$ cat src/rtl/iitb_risc_pkg.sv
// Shared IITB-RISC decode definitions.
// Holds the LM/SM opcodes, the default instruction width, the decode-stage
// sequencer state encoding and the architectural register-index type.
// No ports; imported by the sequencer, its interface and its sub-module.
package iitb_risc_pkg;

    localparam int INSTR_W = 16;

    localparam logic [3:0] OP_LM = 4'b0110;
    localparam logic [3:0] OP_SM = 4'b0111;

    typedef enum logic {
        IDLE,
        SEQ
    } lmsm_state_t;

    typedef logic [2:0] reg_idx_t;

    // True for the two multi-register memory opcodes
    function automatic logic is_lmsm_op(input logic [3:0] op);
        return (op == OP_LM) || (op == OP_SM);
    endfunction

endpackage

$ cat src/rtl/lmsm_sequencer_if.sv
// Bus between the IF/ID register / hazard unit and the LM/SM sequencer.
// master : upstream side (drives in_*, stall_in, flush; observes outputs)
// slave  : the sequencer (consumes in_*, stall_in, flush; drives hold_fetch
//          and the out_* ID-stage outputs)
interface lmsm_sequencer_if;
    import iitb_risc_pkg::*;

    logic               in_valid;
    logic [INSTR_W-1:0] in_instr;
    logic [INSTR_W-1:0] in_pc;
    logic               stall_in;
    logic               flush;
    logic               hold_fetch;
    logic               out_valid;
    logic [INSTR_W-1:0] out_instr;
    logic [INSTR_W-1:0] out_pc;
    logic               out_is_lmsm;
    reg_idx_t           out_reg;
    reg_idx_t           out_offset;
    logic               out_last;

    modport master (
        output in_valid, in_instr, in_pc, stall_in, flush,
        input  hold_fetch, out_valid, out_instr, out_pc, out_is_lmsm,
               out_reg, out_offset, out_last
    );

    modport slave (
        input  in_valid, in_instr, in_pc, stall_in, flush,
        output hold_fetch, out_valid, out_instr, out_pc, out_is_lmsm,
               out_reg, out_offset, out_last
    );

endinterface

$ cat src/rtl/lmsm_prio_enc.sv
// Lowest-register priority encoder for LM/SM register lists.
// The list is stored MSB-first: mask[NREGS-1-i] selects Ri, so R0 lives in
// the top bit.
// Ports: mask   (in)  register list
//        idx    (out) lowest selected register index
//        onehot (out) list bit belonging to idx (zero when nothing found)
//        found  (out) list is non-zero
module lmsm_prio_enc
    import iitb_risc_pkg::*;
#(
    parameter int NREGS = 8
) (
    input  logic [NREGS-1:0] mask,
    output reg_idx_t         idx,
    output logic [NREGS-1:0] onehot,
    output logic             found
);

    // Scan from the highest register down so the lowest hit is written last
    always_comb begin
        idx    = '0;
        onehot = '0;
        found  = 1'b0;
        for (int i = NREGS - 1; i >= 0; i--) begin
            if (mask[NREGS-1-i]) begin
                idx                = reg_idx_t'(i);
                onehot             = '0;
                onehot[NREGS-1-i]  = 1'b1;
                found              = 1'b1;
            end
        end
    end

endmodule

$ cat src/rtl/lmsm_sequencer.sv
// Decode-stage front end: ID pipeline register that expands LM/SM into one
// single-register micro-op per selected register, holding fetch meanwhile.
// Ports: clk, reset (sync, active-high), bus (lmsm_sequencer_if.slave):
//   in_valid/in_instr/in_pc from IF/ID, stall_in, flush,
//   hold_fetch, out_valid/out_instr/out_pc, out_is_lmsm, out_reg,
//   out_offset, out_last.
// Configuration: IITB_LMSM_EN enables the expansion; without it the block
// is a plain ID register and hold_fetch is tied low.
module lmsm_sequencer #(
    parameter int INSTR_W = 16,
    parameter int NREGS   = 8
) (
    input  logic             clk,
    input  logic             reset,
    lmsm_sequencer_if.slave  bus
);
    import iitb_risc_pkg::*;

    localparam int REG_W = $clog2(NREGS);

    logic               out_valid_q, out_valid_n;
    logic [INSTR_W-1:0] out_instr_q, out_instr_n;
    logic [INSTR_W-1:0] out_pc_q,    out_pc_n;
    logic               out_is_q,    out_is_n;
    logic [REG_W-1:0]   out_reg_q,   out_reg_n;
    logic [REG_W-1:0]   out_off_q,   out_off_n;
    logic               out_last_q,  out_last_n;

`ifdef IITB_LMSM_EN
    lmsm_state_t      state, state_n;
    logic [NREGS-1:0] rem, rem_n;
    logic [REG_W-1:0] cnt, cnt_n;

    logic [NREGS-1:0] enc_mask, enc_onehot, rem_left;
    reg_idx_t         enc_idx;
    logic             enc_found;
    logic             in_is_lmsm;

    // One encoder serves both the incoming list (IDLE) and the remainder (SEQ)
    assign enc_mask   = (state == SEQ) ? rem : bus.in_instr[NREGS-1:0];
    assign rem_left   = enc_mask & ~enc_onehot;
    assign in_is_lmsm = is_lmsm_op(bus.in_instr[INSTR_W-1 -: 4]);

    lmsm_prio_enc #(.NREGS(NREGS)) u_enc (
        .mask   (enc_mask),
        .idx    (enc_idx),
        .onehot (enc_onehot),
        .found  (enc_found)
    );

    always_ff @(posedge clk) begin
        if (reset) begin
            state <= IDLE;
            rem   <= '0;
            cnt   <= '0;
        end else begin
            state <= state_n;
            rem   <= rem_n;
            cnt   <= cnt_n;
        end
    end

    always_comb begin
        state_n     = state;
        rem_n       = rem;
        cnt_n       = cnt;
        out_valid_n = out_valid_q;
        out_instr_n = out_instr_q;
        out_pc_n    = out_pc_q;
        out_is_n    = out_is_q;
        out_reg_n   = out_reg_q;
        out_off_n   = out_off_q;
        out_last_n  = out_last_q;
        if (bus.flush) begin
            out_valid_n = 1'b0;
            state_n     = IDLE;
            rem_n       = '0;
            cnt_n       = '0;
        end else if (!bus.stall_in) begin
            case (state)
                IDLE: begin
                    if (bus.in_valid) begin
                        out_instr_n = bus.in_instr;
                        out_pc_n    = bus.in_pc;
                        if (in_is_lmsm) begin
                            // An empty list leaves a bubble and nothing queued
                            out_valid_n = enc_found;
                            out_is_n    = 1'b1;
                            out_reg_n   = enc_idx;
                            out_off_n   = '0;
                            out_last_n  = (rem_left == '0);
                            rem_n       = rem_left;
                            cnt_n       = enc_found ? REG_W'(1) : '0;
                            state_n     = (rem_left != '0) ? SEQ : IDLE;
                        end else begin
                            out_valid_n = 1'b1;
                            out_is_n    = 1'b0;
                            out_reg_n   = '0;
                            out_off_n   = '0;
                            out_last_n  = 1'b1;
                        end
                    end else begin
                        out_valid_n = 1'b0;
                    end
                end
                SEQ: begin
                    out_valid_n = 1'b1;
                    out_is_n    = 1'b1;
                    out_reg_n   = enc_idx;
                    out_off_n   = cnt;
                    out_last_n  = (rem_left == '0);
                    rem_n       = rem_left;
                    cnt_n       = cnt + REG_W'(1);
                    state_n     = (rem_left == '0) ? IDLE : SEQ;
                end
                default: state_n = IDLE;
            endcase
        end
    end

    assign bus.hold_fetch = (state == SEQ);
`else
    always_comb begin
        out_valid_n = out_valid_q;
        out_instr_n = out_instr_q;
        out_pc_n    = out_pc_q;
        out_is_n    = out_is_q;
        out_reg_n   = out_reg_q;
        out_off_n   = out_off_q;
        out_last_n  = out_last_q;
        if (bus.flush) begin
            out_valid_n = 1'b0;
        end else if (!bus.stall_in) begin
            out_valid_n = bus.in_valid;
            if (bus.in_valid) begin
                out_instr_n = bus.in_instr;
                out_pc_n    = bus.in_pc;
                out_is_n    = 1'b0;
                out_reg_n   = '0;
                out_off_n   = '0;
                out_last_n  = 1'b1;
            end
        end
    end

    assign bus.hold_fetch = 1'b0;
`endif

    // ID register boundary
    always_ff @(posedge clk) begin
        if (reset) begin
            out_valid_q <= 1'b0;
            out_instr_q <= '0;
            out_pc_q    <= '0;
            out_is_q    <= 1'b0;
            out_reg_q   <= '0;
            out_off_q   <= '0;
            out_last_q  <= 1'b0;
        end else begin
            out_valid_q <= out_valid_n;
            out_instr_q <= out_instr_n;
            out_pc_q    <= out_pc_n;
            out_is_q    <= out_is_n;
            out_reg_q   <= out_reg_n;
            out_off_q   <= out_off_n;
            out_last_q  <= out_last_n;
        end
    end

    assign bus.out_valid   = out_valid_q;
    assign bus.out_instr   = out_instr_q;
    assign bus.out_pc      = out_pc_q;
    assign bus.out_is_lmsm = out_is_q;
    assign bus.out_reg     = out_reg_q;
    assign bus.out_offset  = out_off_q;
    assign bus.out_last    = out_last_q;

endmodule

$ cat src/flat_wrapper.sv
// flat-port wrapper written by rule: the top's interface ports become plain ports
module lmsm_sequencer_flat import iitb_risc_pkg::*;
#(
    parameter int INSTR_W = 16,
    parameter int NREGS   = 8
)
  (clk, reset, bus_in_valid, bus_in_instr, bus_in_pc, bus_stall_in, bus_flush, bus_hold_fetch, bus_out_valid, bus_out_instr, bus_out_pc, bus_out_is_lmsm, bus_out_reg, bus_out_offset, bus_out_last);
  lmsm_sequencer_if bus_i ();
  input  logic clk;
  input  logic reset;
  input wire logic [$bits(bus_i.in_valid)-1:0] bus_in_valid;
  input wire logic [$bits(bus_i.in_instr)-1:0] bus_in_instr;
  input wire logic [$bits(bus_i.in_pc)-1:0] bus_in_pc;
  input wire logic [$bits(bus_i.stall_in)-1:0] bus_stall_in;
  input wire logic [$bits(bus_i.flush)-1:0] bus_flush;
  output wire logic [$bits(bus_i.hold_fetch)-1:0] bus_hold_fetch;
  output wire logic [$bits(bus_i.out_valid)-1:0] bus_out_valid;
  output wire logic [$bits(bus_i.out_instr)-1:0] bus_out_instr;
  output wire logic [$bits(bus_i.out_pc)-1:0] bus_out_pc;
  output wire logic [$bits(bus_i.out_is_lmsm)-1:0] bus_out_is_lmsm;
  output wire logic [$bits(bus_i.out_reg)-1:0] bus_out_reg;
  output wire logic [$bits(bus_i.out_offset)-1:0] bus_out_offset;
  output wire logic [$bits(bus_i.out_last)-1:0] bus_out_last;
  assign bus_i.in_valid = bus_in_valid;
  assign bus_i.in_instr = bus_in_instr;
  assign bus_i.in_pc = bus_in_pc;
  assign bus_i.stall_in = bus_stall_in;
  assign bus_i.flush = bus_flush;
  assign bus_hold_fetch = bus_i.hold_fetch;
  assign bus_out_valid = bus_i.out_valid;
  assign bus_out_instr = bus_i.out_instr;
  assign bus_out_pc = bus_i.out_pc;
  assign bus_out_is_lmsm = bus_i.out_is_lmsm;
  assign bus_out_reg = bus_i.out_reg;
  assign bus_out_offset = bus_i.out_offset;
  assign bus_out_last = bus_i.out_last;
  lmsm_sequencer #(.INSTR_W(INSTR_W), .NREGS(NREGS)) u_core (.clk(clk), .reset(reset), .bus(bus_i));
endmodule
$ cat config.mk
export PLATFORM = sky130hd
export DESIGN_NAME = lmsm_sequencer_flat
export DESIGN_NICKNAME = d
export VERILOG_FILES = /design/src/rtl/iitb_risc_pkg.sv /design/src/rtl/lmsm_sequencer_if.sv /design/src/rtl/lmsm_prio_enc.sv /design/src/rtl/lmsm_sequencer.sv /design/src/flat_wrapper.sv
export SDC_FILE = /design/constraint.sdc
export NUM_CORES = 1
export LEC_CHECK = 0
export ABC_AREA = 1
export CORE_ASPECT_RATIO = 0.8
export CORE_UTILIZATION = 44
export DETAILED_ROUTE_END_ITERATION = 8
export PLACE_DENSITY_LB_ADDON = 0.25
export REMOVE_ABC_BUFFERS = 1
export SLEW_MARGIN = 20
export SYNTH_ARGS = -nofsm -noshare
export SYNTH_HDL_FRONTEND = slang
export SYNTH_HIERARCHICAL = 1
export SYNTH_SLANG_ARGS = --single-unit
$ cat constraint.sdc
create_clock -name clk -period 2.2 [get_ports clk]
set_clock_uncertainty 0.2 [all_clocks]
set_input_delay 0.22 -clock clk [delete_from_list [all_inputs] [get_ports clk]]
set_output_delay 0.22 -clock clk [all_outputs]
set_load 0.05 [all_outputs]
## Word level (Yosys, flattened, before mapping)

Cells that the tools add are included.

| word-level totals | value |
|---|---|
| register bits | 34 |
| output and inout bits | 42 |
| logic and storage cells | 8 |

| operators by class | value |
|---|---|
| bitwise gates (word level) | 2 |
| reductions and logical operators | 2 |

Operators by type and width:

| kind | count |
|---|---|
| $reduce_and 3->1 | 1 |
| $not 1->1 | 2 |
| $reduce_or 2->1 | 1 |

## Longest topological paths before layout

| logic depth | value |
|---|---|
| word-level depth | 2 |
| mapped depth | 6 |

## Least setup slack after synthesis

Ideal clock, no wire load.

| timing path | value |
|---|---|
| path kind | input to register |
| from | in bus_stall_in |
| to | reg u_core.out_pc_q[6], in the netlist u_core/bus.out_pc[6] |
| arrival time | 778 ps |
| data required time | 1883 ps |
| setup slack | 1106 ps |
| stages on the path | 6 |
| path through | nor2_2 buf_6 buf_6 nand3_2 nand2_1 nor2_1 |

| on the way | value |
|---|---|
| cells in the longest elaborated chain, start to end | 2 |

Ends and longest elaborated chain:

| what | RTL line | text |
|---|---|---|
| start: declaration | flat_wrapper.sv:14 | `input wire logic [$bits(bus_i.stall_in)-1:0] bus_stall_in;` |
| $not 1->1 (no source line) | n/a |  |
| $reduce_and 3->1 (no source line) | n/a |  |
| end signal: assignment | lmsm_sequencer.sv:162 | `out_pc_q <= out_pc_n;` |
| end: declaration | lmsm_sequencer.sv:23 | `logic [INSTR_W-1:0] out_pc_q, out_pc_n;` |

No other way between the ends.
A chain may end at the register's enable or synchronous reset.

## Final worst setup path

| timing path | value |
|---|---|
| from | reg u_core.out_pc_q[4], in the netlist u_core/bus.out_pc[4] |
| to | out bus_out_pc[4] |

RTL lines:

| what | RTL line | text |
|---|---|---|
| end: declaration | flat_wrapper.sv:19 | `output wire logic [$bits(bus_i.out_pc)-1:0] bus_out_pc;` |

No word-level cell between the ends.

==> results.md <==
- Status: finished, violations left
- Failing checks: design-rule violations
- WL/cell: 10.2 um
- Worst Path Max Fanout: 2
- CTS Hold Buffers Added: 0
- FMAX: 0.536 GHz
- Final hold violation count: 0
- Placed insts: 326
- Total gr overflow: 0
- CP Buf/Inv Count: 1
- Worst setup path class: register to output pin
- Layout cells sized above 1: 11.0%
- Final wirelength: 3410 um
- CTS H-tree depth: 2
- Maximum VDD drop: 0.323 mV
- Post-route cell area: 2410 sq um
- Rows: 19
- Syn_area_per_cell: 7.34 sq um
- Max-slew headroom: 35.1%
- RePlAce Congestion: 0.711
- Synth Cell Area: 1680 sq um
- Unique masters post-synth: 18
- Final HPWL DP: 2220 um
- Clock Latency Late Sink: 280 ps
- Worst R2R Setup Slack: 1380 ps
- Initial antenna violation count: 0
- Max cap viols: 0
- Area grow syn2layout: 43.4%
- Clock Tree Buf Depth: 2
- RSZ-0062 raised after global routing: no
- Hold crit path type: input port to register
- HP Start: bus_in_valid
- CTS tree: built
- Clk slew on worst S/H paths: 60 ps
- Die span in y: 57.3 um
- CP peak stage delay: 810 ps
- Post-DP Area: 2330 sq um
- Leakage: 1.06 nW
- Reg-to-reg endpoint: u_core/bus.out_instr[11]$_SDFFE_PP0P_
- Post-CTS Setup Inserts: 0
- Count of buffers from port buffering: 70
- Antenna cells: 0
- CTS Buf Count: 5
- Routed vias/inst: 4.55
- Total track usage: 16.9%
- Largest net degree at the start of global routing: 66
- CTS root buffer: clkbuf_8
- Fin nets: 328
- Post-cts sizing count: 0
- Worst Slack Setup Final: 334 ps
- Crit path max-delay family: buffers and inverters
- Worst Hold Endpoint: u_core/bus.out_pc[1]$_SDFFE_PP0P_
- Flops & latches, synth: 34
- Slew @ Worst Pin: 973 ps
- Worst-path cell chain: clkdlybuf4s50_1
- R2R depth: 2
- Yosys Warn Count: 6
- Worst setup SP type: register
- Core Footprint: 3540 sq um
- Crit end category: output pin
- Layout Utilization: 68.0%
- Most frequent cells in the layout: clkdlybuf4s50_1, nor2_1, dfxtp_1, inv_1, nand2_1
- Tmin final: 1870 ps
- Commonest non-fill, non-tap cell in the layout: clkdlybuf4s50_1
- Critical Path AT: 1450 ps
- Post-route DRC: 4
- Sequential area share after synthesis: 40.5%
- Pre-CTS WS: 268 ps
- First DRT Iteration DRCs: 71
- Crit share post-route: 84.8%
- Die Area: 4070 sq um
- Slowest cell on the critical path: clkdlybuf4s50_1
- Final Non-Filler Cells: 333
- Vias: 1516
- Hold Crit Depth: 3
- Initial Util: 47.4%
- Drt pass-1 iters: 6
- Synthesized netlist cell count: 229
- First-pass GRT wire length: 5340 um
- WP data required: 1780 ps
- I/O pin total: 79
- Die W: 71.1 um
- Fillcell total: 323
- ANT nets after route: 0
- Pwr dens: 619 nW/um^2
- Setup Viol. Count Final: 0
- Clk sink count: 34
- Slew Limit Fails: 0
- R2r startpoint: u_core/bus.out_instr[11]$_SDFFE_PP0P_
- Vias in the first global route: 1249
==> sequential cells by signal, indices dropped and copies added (netlist names) <==
register,flops
u_core/bus.out_valid,1
u_core/bus.out_pc,16
u_core/bus.out_instr,16
u_core/bus.out_last,1
==> layer usage <==
| layer | global-route usage [%] | part of all wire (%) | vias to the layer above | routed length (um) |
|---|---|---|---|---|
| met5 | 0 | 0 | - | 0 |
| met4 | 6.29 | 0.94 | 0 | 32 |
| met3 | 5.65 | 7.1 | 5 | 243 |
| met2 | 26.6 | 44 | 56 | 1510 |
| met1 | 21.7 | 48 | 644 | 1630 |
| li1 | - | - | 811 | - |
==> where the power goes <==
part	internal, mW	switching, mW
Sequential	0.648	0.0179
Combinational	0.158	0.251
Clock	0.218	0.201
==> kinds of logic after synthesis <==
family | after synthesis | synth area share (%)
simple gates | 101 | 28.2
flops | 34 | 40.5
other cells | 1 | 0.223
compound gates | 34 | 12.4
buf+inv | 59 | 18.7
==> cells in the mapped netlist <==
cell type / n / area share [%]
buf_6: 5 / 3.4
or2_2: 1 / 0.37
nand2_1: 32 / 7.1
nor2_2: 1 / 0.37
inv_1: 33 / 7.4
nand3_2: 10 / 6.0
buf_8: 1 / 0.89
buf_4: 10 / 4.5
a21oi_1: 24 / 7.1
a21oi_2: 10 / 5.2
nor2_1: 35 / 7.8
buf_2: 5 / 1.5
conb_1: 1 / 0.22
nand3_1: 22 / 6.6
inv_2: 1 / 0.22
clkbuf_1: 2 / 0.45
dfxtp_1: 34 / 41
buf_1: 2 / 0.45
==> worst min-delay path: stages <==
cell     delay, ps
buf_2          190
a21oi_2         80
nor2_1          90
==> per-stage QoR <==
| step | hold slack [ps] | setup TNS, ps | power (mW) |
|---|---|---|---|
| 4_1_cts | 131 | 0 | 1.51 |
| 2_1_floorplan | 92.4 | -4150 | 0.914 |
| 5_1_grt | 140 | 0 | 1.57 |
| 6_report | 136 | 0 | 1.49 |
| 3_5_place_dp | 267 | 0 | 1.09 |
| 3_3_place_gp | 260 | 0 | 1.08 |
==> final cells by class <==
type	instances	area, sq um	share of cell area, %
repair buffers	73	756	31.4
multi-input cells	143	717	29.8
flip-flops and latches	34	681	28.2
inverters	34	128	5.30
clock buffers	7	76.3	3.17
well taps	42	52.6	2.18
==> worst max path at each step <==
stage	from	endpoint	slack, ps	cells after the start
5_1_grt	u_core/bus.out_pc[4]$_SDFFE_PP0P_	bus_out_pc[4]	270	1
6_report	u_core/bus.out_pc[4]$_SDFFE_PP0P_	bus_out_pc[4]	330	1
3_5_place_dp	reset	u_core/bus.out_instr[5]$_SDFFE_PP0P_	270	4
4_1_cts	u_core/bus.out_pc[4]$_SDFFE_PP0P_	bus_out_pc[4]	320	1
3_3_place_gp	reset	u_core/bus.out_instr[11]$_SDFFE_PP0P_	340	4
2_1_floorplan	bus_stall_in	u_core/bus.out_instr[0]$_SDFFE_PP0P_	-150	4
Note: power is estimated with default switching activity, not from simulation.
